[config.mk]
export PLATFORM = sky130hd
export DESIGN_NAME = uart_tx_arbiter
export DESIGN_NICKNAME = d
export VERILOG_FILES = /design/src/rtl/uart_tx_arbiter.sv
export SDC_FILE = /design/constraint.sdc
export NUM_CORES = 1
export LEC_CHECK = 0
export BUFFER_PORTS_ARGS = -buffer_cell sky130_fd_sc_hd__buf_4
export CAP_MARGIN = 15
export CORE_MARGIN = 2
export CORE_UTILIZATION = 45
export CTS_CLUSTER_DIAMETER = 100
export CTS_CLUSTER_SIZE = 20
export DETAILED_ROUTE_END_ITERATION = 16
export PLACE_DENSITY = 0.7
export SYNTH_ARGS = -nofsm -noshare
export SYNTH_HDL_FRONTEND = slang
export SYNTH_SLANG_ARGS = --single-unit
[constraint.sdc]
create_clock -name clk -period 2.6 [get_ports clk]
set_input_delay 0.52 -clock clk [delete_from_list [all_inputs] [get_ports clk]]
set_output_delay 0.52 -clock clk [all_outputs]
set_load 0.03 [all_outputs]
[src/rtl/uart_tx_arbiter.sv]
// Round-robin arbiter that shares one UART transmitter among NUM_REQ byte
// streams, with burst grant lock, an inter-byte gap and a tx_done timeout.
module uart_tx_arbiter #(
  parameter int NUM_REQ        = 4,
  parameter int MAX_BURST      = 4,
  parameter int GAP_CYCLES     = 16,
  parameter int TIMEOUT_CYCLES = 10000
) (
  input  logic                       clk,
  input  logic                       rst_n,
  input  logic                       enable,
  input  logic [NUM_REQ-1:0]         req_valid,
  input  logic [8*NUM_REQ-1:0]       req_data,
  output logic [NUM_REQ-1:0]         req_ready,
  output logic                       tx_start,
  output logic [7:0]                 tx_data,
  input  logic                       tx_busy,
  input  logic                       tx_done,
  output logic [$clog2(NUM_REQ)-1:0] grant_id,
  output logic                       grant_active,
  output logic                       err_timeout,
  output logic [2:0]                 state_dbg
);

  localparam int IW = $clog2(NUM_REQ);
  localparam int BW = $clog2(MAX_BURST + 1);
  localparam int GW = (GAP_CYCLES > 1) ? $clog2(GAP_CYCLES) : 1;
  localparam int TW = (TIMEOUT_CYCLES > 1) ? $clog2(TIMEOUT_CYCLES) : 1;

  localparam logic [GW-1:0] GAP_LAST  = GW'((GAP_CYCLES > 0) ? GAP_CYCLES - 1 : 0);
  localparam logic [TW-1:0] TO_LAST   = TW'(TIMEOUT_CYCLES - 1);
  localparam logic [BW-1:0] BURST_MAX = BW'(MAX_BURST);
  localparam logic [IW-1:0] LAST_ID   = IW'(NUM_REQ - 1);

  localparam logic [2:0] S_IDLE   = 3'd0;
  localparam logic [2:0] S_ACCEPT = 3'd1;
  localparam logic [2:0] S_START  = 3'd2;
  localparam logic [2:0] S_WAIT   = 3'd3;
  localparam logic [2:0] S_GAP    = 3'd4;

  logic [2:0]    state;
  logic [IW-1:0] rr_ptr;
  logic [BW-1:0] burst_cnt;
  logic [GW-1:0] gap_cnt;
  logic [TW-1:0] tout_cnt;

  logic [7:0]    req_bytes [NUM_REQ];
  logic          pick_found;
  logic [IW-1:0] pick_id;
  logic [IW:0]   scan_sum;
  logic          sel_valid;
  logic [7:0]    sel_data;
  logic          gap_done;
  logic          continue_ok;
  logic [IW-1:0] next_ptr;

  // Round-robin scan starting at rr_ptr, wrapping modulo NUM_REQ.
  always_comb begin
    pick_found = 1'b0;
    pick_id    = '0;
    scan_sum   = '0;
    for (int k = 0; k < NUM_REQ; k++) begin
      scan_sum = {1'b0, rr_ptr} + (IW+1)'(k);
      if (scan_sum >= (IW+1)'(NUM_REQ)) begin
        scan_sum = scan_sum - (IW+1)'(NUM_REQ);
      end
      if (!pick_found && req_valid[scan_sum[IW-1:0]]) begin
        pick_found = 1'b1;
        pick_id    = scan_sum[IW-1:0];
      end
    end
  end

  always_comb begin
    for (int i = 0; i < NUM_REQ; i++) begin
      req_bytes[i] = req_data[8*i +: 8];
    end
  end

  assign sel_valid   = req_valid[grant_id];
  assign sel_data    = req_bytes[grant_id];
  assign gap_done    = (GAP_CYCLES == 0) || (gap_cnt == GAP_LAST);
  assign continue_ok = enable && sel_valid && (burst_cnt < BURST_MAX);
  assign next_ptr    = (grant_id == LAST_ID) ? '0 : grant_id + 1'b1;

  // Handshake: in ACCEPT the owner sees req_ready for exactly one cycle; a
  // byte transfers when req_valid and req_ready are both high on that edge,
  // and a low req_valid there hands the grant back without sending anything.
  assign req_ready   = (state == S_ACCEPT) ? (NUM_REQ'(1) << grant_id) : '0;
  assign tx_start    = (state == S_START) && !tx_busy;
  assign err_timeout = (state == S_WAIT) && !tx_done && (tout_cnt == TO_LAST);
  assign state_dbg   = state;

  always_ff @(posedge clk or negedge rst_n) begin
    if (!rst_n) begin
      state        <= S_IDLE;
      grant_id     <= '0;
      grant_active <= 1'b0;
      rr_ptr       <= '0;
      burst_cnt    <= '0;
      gap_cnt      <= '0;
      tout_cnt     <= '0;
      tx_data      <= '0;
    end else begin
      case (state)
        S_IDLE: begin
          if (enable && pick_found) begin
            grant_id     <= pick_id;
            grant_active <= 1'b1;
            burst_cnt    <= '0;
            state        <= S_ACCEPT;
          end
        end
        S_ACCEPT: begin
          if (sel_valid) begin
            tx_data   <= sel_data;
            burst_cnt <= burst_cnt + BW'(1);
            state     <= S_START;
          end else begin
            grant_active <= 1'b0;
            rr_ptr       <= next_ptr;
            state        <= S_IDLE;
          end
        end
        S_START: begin
          if (!tx_busy) begin
            tout_cnt <= '0;
            state    <= S_WAIT;
          end
        end
        S_WAIT: begin
          if (tx_done) begin
            gap_cnt <= '0;
            state   <= S_GAP;
          end else if (tout_cnt == TO_LAST) begin
            grant_active <= 1'b0;
            rr_ptr       <= next_ptr;
            state        <= S_IDLE;
          end else begin
            tout_cnt <= tout_cnt + TW'(1);
          end
        end
        S_GAP: begin
          if (gap_done) begin
            if (continue_ok) begin
              state <= S_ACCEPT;
            end else begin
              grant_active <= 1'b0;
              rr_ptr       <= next_ptr;
              state        <= S_IDLE;
            end
          end else begin
            gap_cnt <= gap_cnt + GW'(1);
          end
        end
        default: state <= S_IDLE;
      endcase
    end
  end

endmodule

* Word-level counts from Yosys, hierarchy flattened
Cells that the tools add are included.
** Cells by class
- Eq/ne operators :: 19
- Order comparisons :: 11
- Reductions and logical operators :: 28
- Muxes and demuxes :: 58
- Shift-type cells :: 1
- Bitwise logic cells :: 1
- Add/sub/neg operators :: 11
** Operators with widths (count)
- $mux W14 :: 3
- $mux W2 :: 15
- $pmux W14 S2 :: 1
- $mux W3 :: 7
- $ne A2 B2 Y1 const B :: 10
- $bmux W8 S2 :: 1
- $mux W1 :: 16
- $mux W8 :: 2
- $lt A2 B3 Y1 const B :: 5
- $pmux W3 S5 :: 1
- $add A14 B1 Y14 const B :: 1
- $eq A14 B14 Y1 const B :: 1
- $ge A3 B3 Y1 const B :: 4
- $mux W4 :: 3
- $bmux W1 S2 :: 5
- $logic_and A1 B1 Y1 :: 9
- $pmux W4 S2 :: 1
- $reduce_and A4 Y1 :: 2
- $sub A2 B1 Y2 const B :: 4
- $reduce_and A7 Y1 :: 1
- $add A2 B2 Y3 const B :: 2
- $eq A3 B2 Y1 const B :: 2
- $pmux W2 S3 :: 1
- $pmux W3 S2 :: 1
- other kinds (23) :: 31
** Storage, ports and cells
- Input bits :: 41
- Register bits after elaboration :: 37
- Word-level logic and storage cells :: 137

* Depth between registers and ports, before layout
- Word-level depth :: 17
- Gate-level depth with buffers :: 6

* Least setup slack after synthesis
OpenSTA, ideal clock, no wires.
- Path type :: flip-flop to output port
- From :: reg state[2] (netlist: state_dbg[2])
- To :: out err_timeout
- Buffers on the path :: 1
- Data arrival time :: 1.738 ns
- Cell stages (with the launch flop) :: 5
- Path slack :: 0.342 ns
- Cell sequence :: dfrtp_1 > clkbuf_1 > nand3b_1 > nor3b_2 > nor2b_1
** On the way
- Word-level cells in the longest chain between the ends :: 3
** RTL lines
- start: declaration :: RTL line 41 : logic [2:0] state;
- start signal: assignment :: RTL line 96 : state <= S_IDLE;
- start signal: assignment :: RTL line 111 : state <= S_ACCEPT;
- start signal: assignment :: RTL line 118 : state <= S_START;
- $eq A3 B2 Y1 :: RTL line 91 : assign err_timeout = (state == S_WAIT) && !tx_done && (tout_cnt == TO_LAST);
- $logic_and A1 B1 Y1 (2 in a row) :: RTL line 91
- end: declaration :: RTL line 21 : output logic err_timeout,
Every way passes these cells.

* Worst setup path after layout
- From :: reg state[2] (netlist: state_dbg[2])
- To :: out tx_start
** On the way
- Word-level cells in the longest chain between the ends :: 2
** RTL lines
- $eq A3 B2 Y1 :: RTL line 90 : assign tx_start = (state == S_START) && !tx_busy;
- $logic_and A1 B1 Y1 :: RTL line 90
- end: declaration :: RTL line 15 : output logic tx_start,
Every way passes these cells.

==> key figures <==
Critical path
  • Worst setup path class: flop to output port
  • Critical path fanouts, max: 13
  • Worst R2R End: tx_data[4]$_DFFE_PN0P_
  • Worst path top cell family by delay: simple AND/OR/NAND/NOR gates
  • CP startpoint: state_dbg[2]$_DFFE_PN0P_
  • Stages on worst setup path: 3
  • FF-to-FF setup slack: 680 ps
  • Critical Path Max Stage Delay: 500 ps
  • WP buf/inv: 1
  • Critical path launch point type: flop
  • Worst EP required: 2080 ps
  • Worst EP arrival: 1850 ps
  • Worst Reg-to-Reg Cells: 3
  • Crit path to: tx_start
  • Worst-path cell chain: nor2_1 -> and2_0 -> buf_4
  • Reg2reg start: state_dbg[0]$_DFFE_PN0P_
  • Highest-delay cell along the critical path: dfrtp_1
  • CP endpoint kind: output port

Synthesis
  • Synth area leaders: dfrtp_1 (42%), mux4_2 (9.2%), mux2_2 (6.1%)
  • Ys Warns: 0
  • Syn Inst Count: between 150 and 200
  • Post-synthesis cell type count: 43
  • Post-synthesis area per instance: 11.27 µm²
  • Synth async-reset ratio: 100.0%
  • EDFF count, synth: 0
  • Sequential element share of the synthesized area: 41.93%
  • Post-synthesis compound-gate area fraction: 5.496%
  • Synth top area share: 41.93%
  • Post-synthesis mux area share: 16.20%
  • Post-synth top area cell: dfrtp_1
  • Top_reg_cell synth: dfrtp_1
  • Syn nets: about 240
  • FF+latch count, synth: 37
  • Synth Area in Adders: 3.966%
  • Synthesized area: between 2000 and 2500 µm²
  • Largest family of logic cells by synthesized area: simple AND/OR/NAND/NOR gates
  • Post-Synth XOR/XNOR Area: under 10%
  • Synth Area in Simple Gates: 24.08%

Timing
  • Final slew viol count: 0
  • Least-Margin Pin Slew: about 490 ps
  • Final WS setup: 233.8 ps
  • Slew HR: 67.51%
  • Setup Viol. Count Final: 0
  • Final hold viol count: 0
  • Final min period: around 2400 ps
  • Period Utilization, post-route: 91.01%
  • Max Fclk: roughly 0.42 GHz
  • Setup_tns: 0 ps
  • Worst hold slack: 180.5 ps
  • Clock skew: about 6.4 ps
  • RSZ-0062 raised after global routing: false

CTS
  • CTS Sinks: 37
  • Setup bufs post-CTS: 0
  • CTS tree: built
  • Hold_buf cts: 0
  • Clock Latency Late Sink: between 200 and 300 ps
  • H-Tree Depth: 2
  • Clock Path Buffers: 2
  • TritonCTS buffer count: 5
  • Resize count post-CTS: 0
  • Clock slew at reported path FFs: 70 ps
  • CTS Root Cell: clkbuf_8

Die
  • Initial Utilization: 46.75%
  • Die width: 74.06 µm
  • Ports: 61
  • Cell row count: 25
  • Die ar.: 5484 µm²
  • Die height: 74.06 µm
  • Core area: between 4000 and 5000 µm²

Routing
  • M1 WL: 2070 µm
  • Vias: 1733
  • Met2 Wirelength: roughly 2100 µm
  • Post-route ant nets: 0
  • Post-Route WL: 4612 µm
  • WL per Instance: 14.10 µm
  • Drt first-iter violations: 96
  • Top sig layer: met4
  • # DRC: 0
  • TritonRoute pass-1 iters: 4
  • Vias per inst: 5.300
  • Detail Route met3 WL: 359 µm

Min path
  • Hold/Removal Path Class: primary input to asynchronous set/reset pin

Placement
  • Post-DP HPWL: 3521 µm
  • IO buf count: 60
  • Dpl ws: 481.5 ps
  • GPL Wtd Cong: 0.7936

GRT
  • Total Routing Usage GR: a little under a fifth
  • Initial antenna violation count: 0
  • Grt ovf: 0
  • First-pass GRT wire length: 7776 µm
  • Vias in the first global route: about 1.7k
  • Largest net degree at the start of global routing: 38

Final layout
  • Register area: 925.9 µm²
  • Combined area of the multi-input logic cells: 1230 µm²
  • Net count, final: about 310
  • Area growth from synthesis to layout: 27.59%
  • N_diodes: 0
  • Layout cell share with drive strength beyond 1: about two fifths
  • Final Util: 59.66%
  • Fillers: between 400 and 500

Flow run
  • Max-cap violations: 0

Power and ir drop
  • Peak VDD IR: 0.5907 mV
  • Lkg Pwr: 0.001309 µW
  • Power Dens Cells: approximately 960 nW/µm²

Status
  • Status: completed
[where the power goes]
| group | leakage (µW) | switching, µW | internal [µW] |
|---|---|---|---|
| Clock | 0.0000443 | 199 | 210 |
| Combinational | 0.000783 | 712 | 646 |
| Sequential | 0.000482 | 178 | 758 |
| Total | 0.00131 | 1090 | 1620 |
[synthesized netlist by cell type, types with 3 or more instances]
| master | instances |
|---|---|
| buf_2 | 3 |
| inv_1 | 3 |
| nor2b_1 | 5 |
| mux2_2 | 12 |
| nand3_1 | 12 |
| mux4_2 | 9 |
| nor2_1 | 19 |
| ha_1 | 7 |
| nand2_1 | 11 |
| nor3b_1 | 3 |
| nand4_1 | 9 |
| o21ai_0 | 7 |
| dfrtp_1 | 37 |
| and3_1 | 5 |
| xor2_1 | 15 |
| and2_1 | 4 |
[cell usage in the layout (no fill, tap or decap), types with 2 or more instances in the layout]
| master | netlist | layout |
|---|---|---|
| nand2_1 | 11 | 11 |
| buf_4 | 1 | 64 |
| a22o_1 | 2 | 2 |
| nor3_1 | 2 | 2 |
| o21ai_0 | 7 | 7 |
| nand4_1 | 9 | 9 |
| nand3_1 | 12 | 12 |
| nor3_4 | 2 | 2 |
| inv_1 | 3 | 3 |
| a21oi_1 | 2 | 2 |
| nor2_1 | 19 | 19 |
| ha_1 | 7 | 7 |
| mux2_2 | 12 | 12 |
| nor3b_1 | 3 | 3 |
| and3b_1 | 2 | 2 |
| dfrtp_1 | 37 | 37 |
| mux2i_1 | 2 | 2 |
| and2_1 | 4 | 4 |
| and3_1 | 5 | 5 |
| nor2b_1 | 5 | 5 |
| mux4_2 | 9 | 9 |
| clkbuf_8 | 0 | 6 |
| xor2_1 | 15 | 15 |
| nor3b_2 | 2 | 2 |
[registers in the layout, summed over array words and instances (netlist names)]
| signal | flops |
|---|---|
| burst_cnt | 3 |
| gap_cnt | 4 |
| grant_active | 1 |
| grant_id | 2 |
| rr_ptr | 2 |
| state_dbg | 3 |
| tout_cnt | 14 |
| tx_data | 8 |
[how the worst min path moves through the flow]
stage | endpoint | cells after the start | startpoint | slack (ps)
floorplan | burst_cnt[0]$_DFFE_PN0P_ | 0 | rst_n | 220
global placement | burst_cnt[1]$_DFFE_PN0P_ | 2 | burst_cnt[1]$_DFFE_PN0P_ | 490
detailed placement | burst_cnt[0]$_DFFE_PN0P_ | 1 | burst_cnt[0]$_DFFE_PN0P_ | 500
CTS | gap_cnt[0]$_DFFE_PN0P_ | 1 | rst_n | 200
global route | gap_cnt[2]$_DFFE_PN0P_ | 1 | rst_n | 220
finish | gap_cnt[2]$_DFFE_PN0P_ | 1 | rst_n | 180
[cells by family (layout without fill, tap and decap cells)]
family / Yosys count / in the layout
muxes: 23 / 23
AOI/OAI and AO/OA: 18 / 18
buffers and inverters: 10 / 74
DFF: 37 / 37
adders and majority gates: 7 / 7
xor gates and xnor gates: 15 / 15
and+or+nand+nor: 86 / 86
[per-stage QoR]
step                      cell area (µm²)  power [µW]  instances
after floorplan                      2208        1891        196
after global placement               2731        2287        320
after detailed placement             2731        2326        320
after CTS                            2818        2740        327
after global routing                 2818        2899        327
final                                2818        2704        327
[metal layers]
metal | vias up | GRT usage [%]
li1 | 841 | -
met4 | 0 | 5.859
met2 | 52 | 29.66
met1 | 835 | 23.25
met3 | 5 | 6.369
met5 | - | 0
[area by class of cell]
| type | count | area share [%] |
|---|---|---|
| multi-input combinational | 149 | 43.65 |
| sequential | 37 | 32.86 |
| timing repair buffer | 64 | 17.05 |
| clock buffer | 7 | 3.064 |
| tap | 67 | 2.975 |
| inverter | 3 | 0.3996 |
No activity file was read; power rests on OpenSTA's default activity.
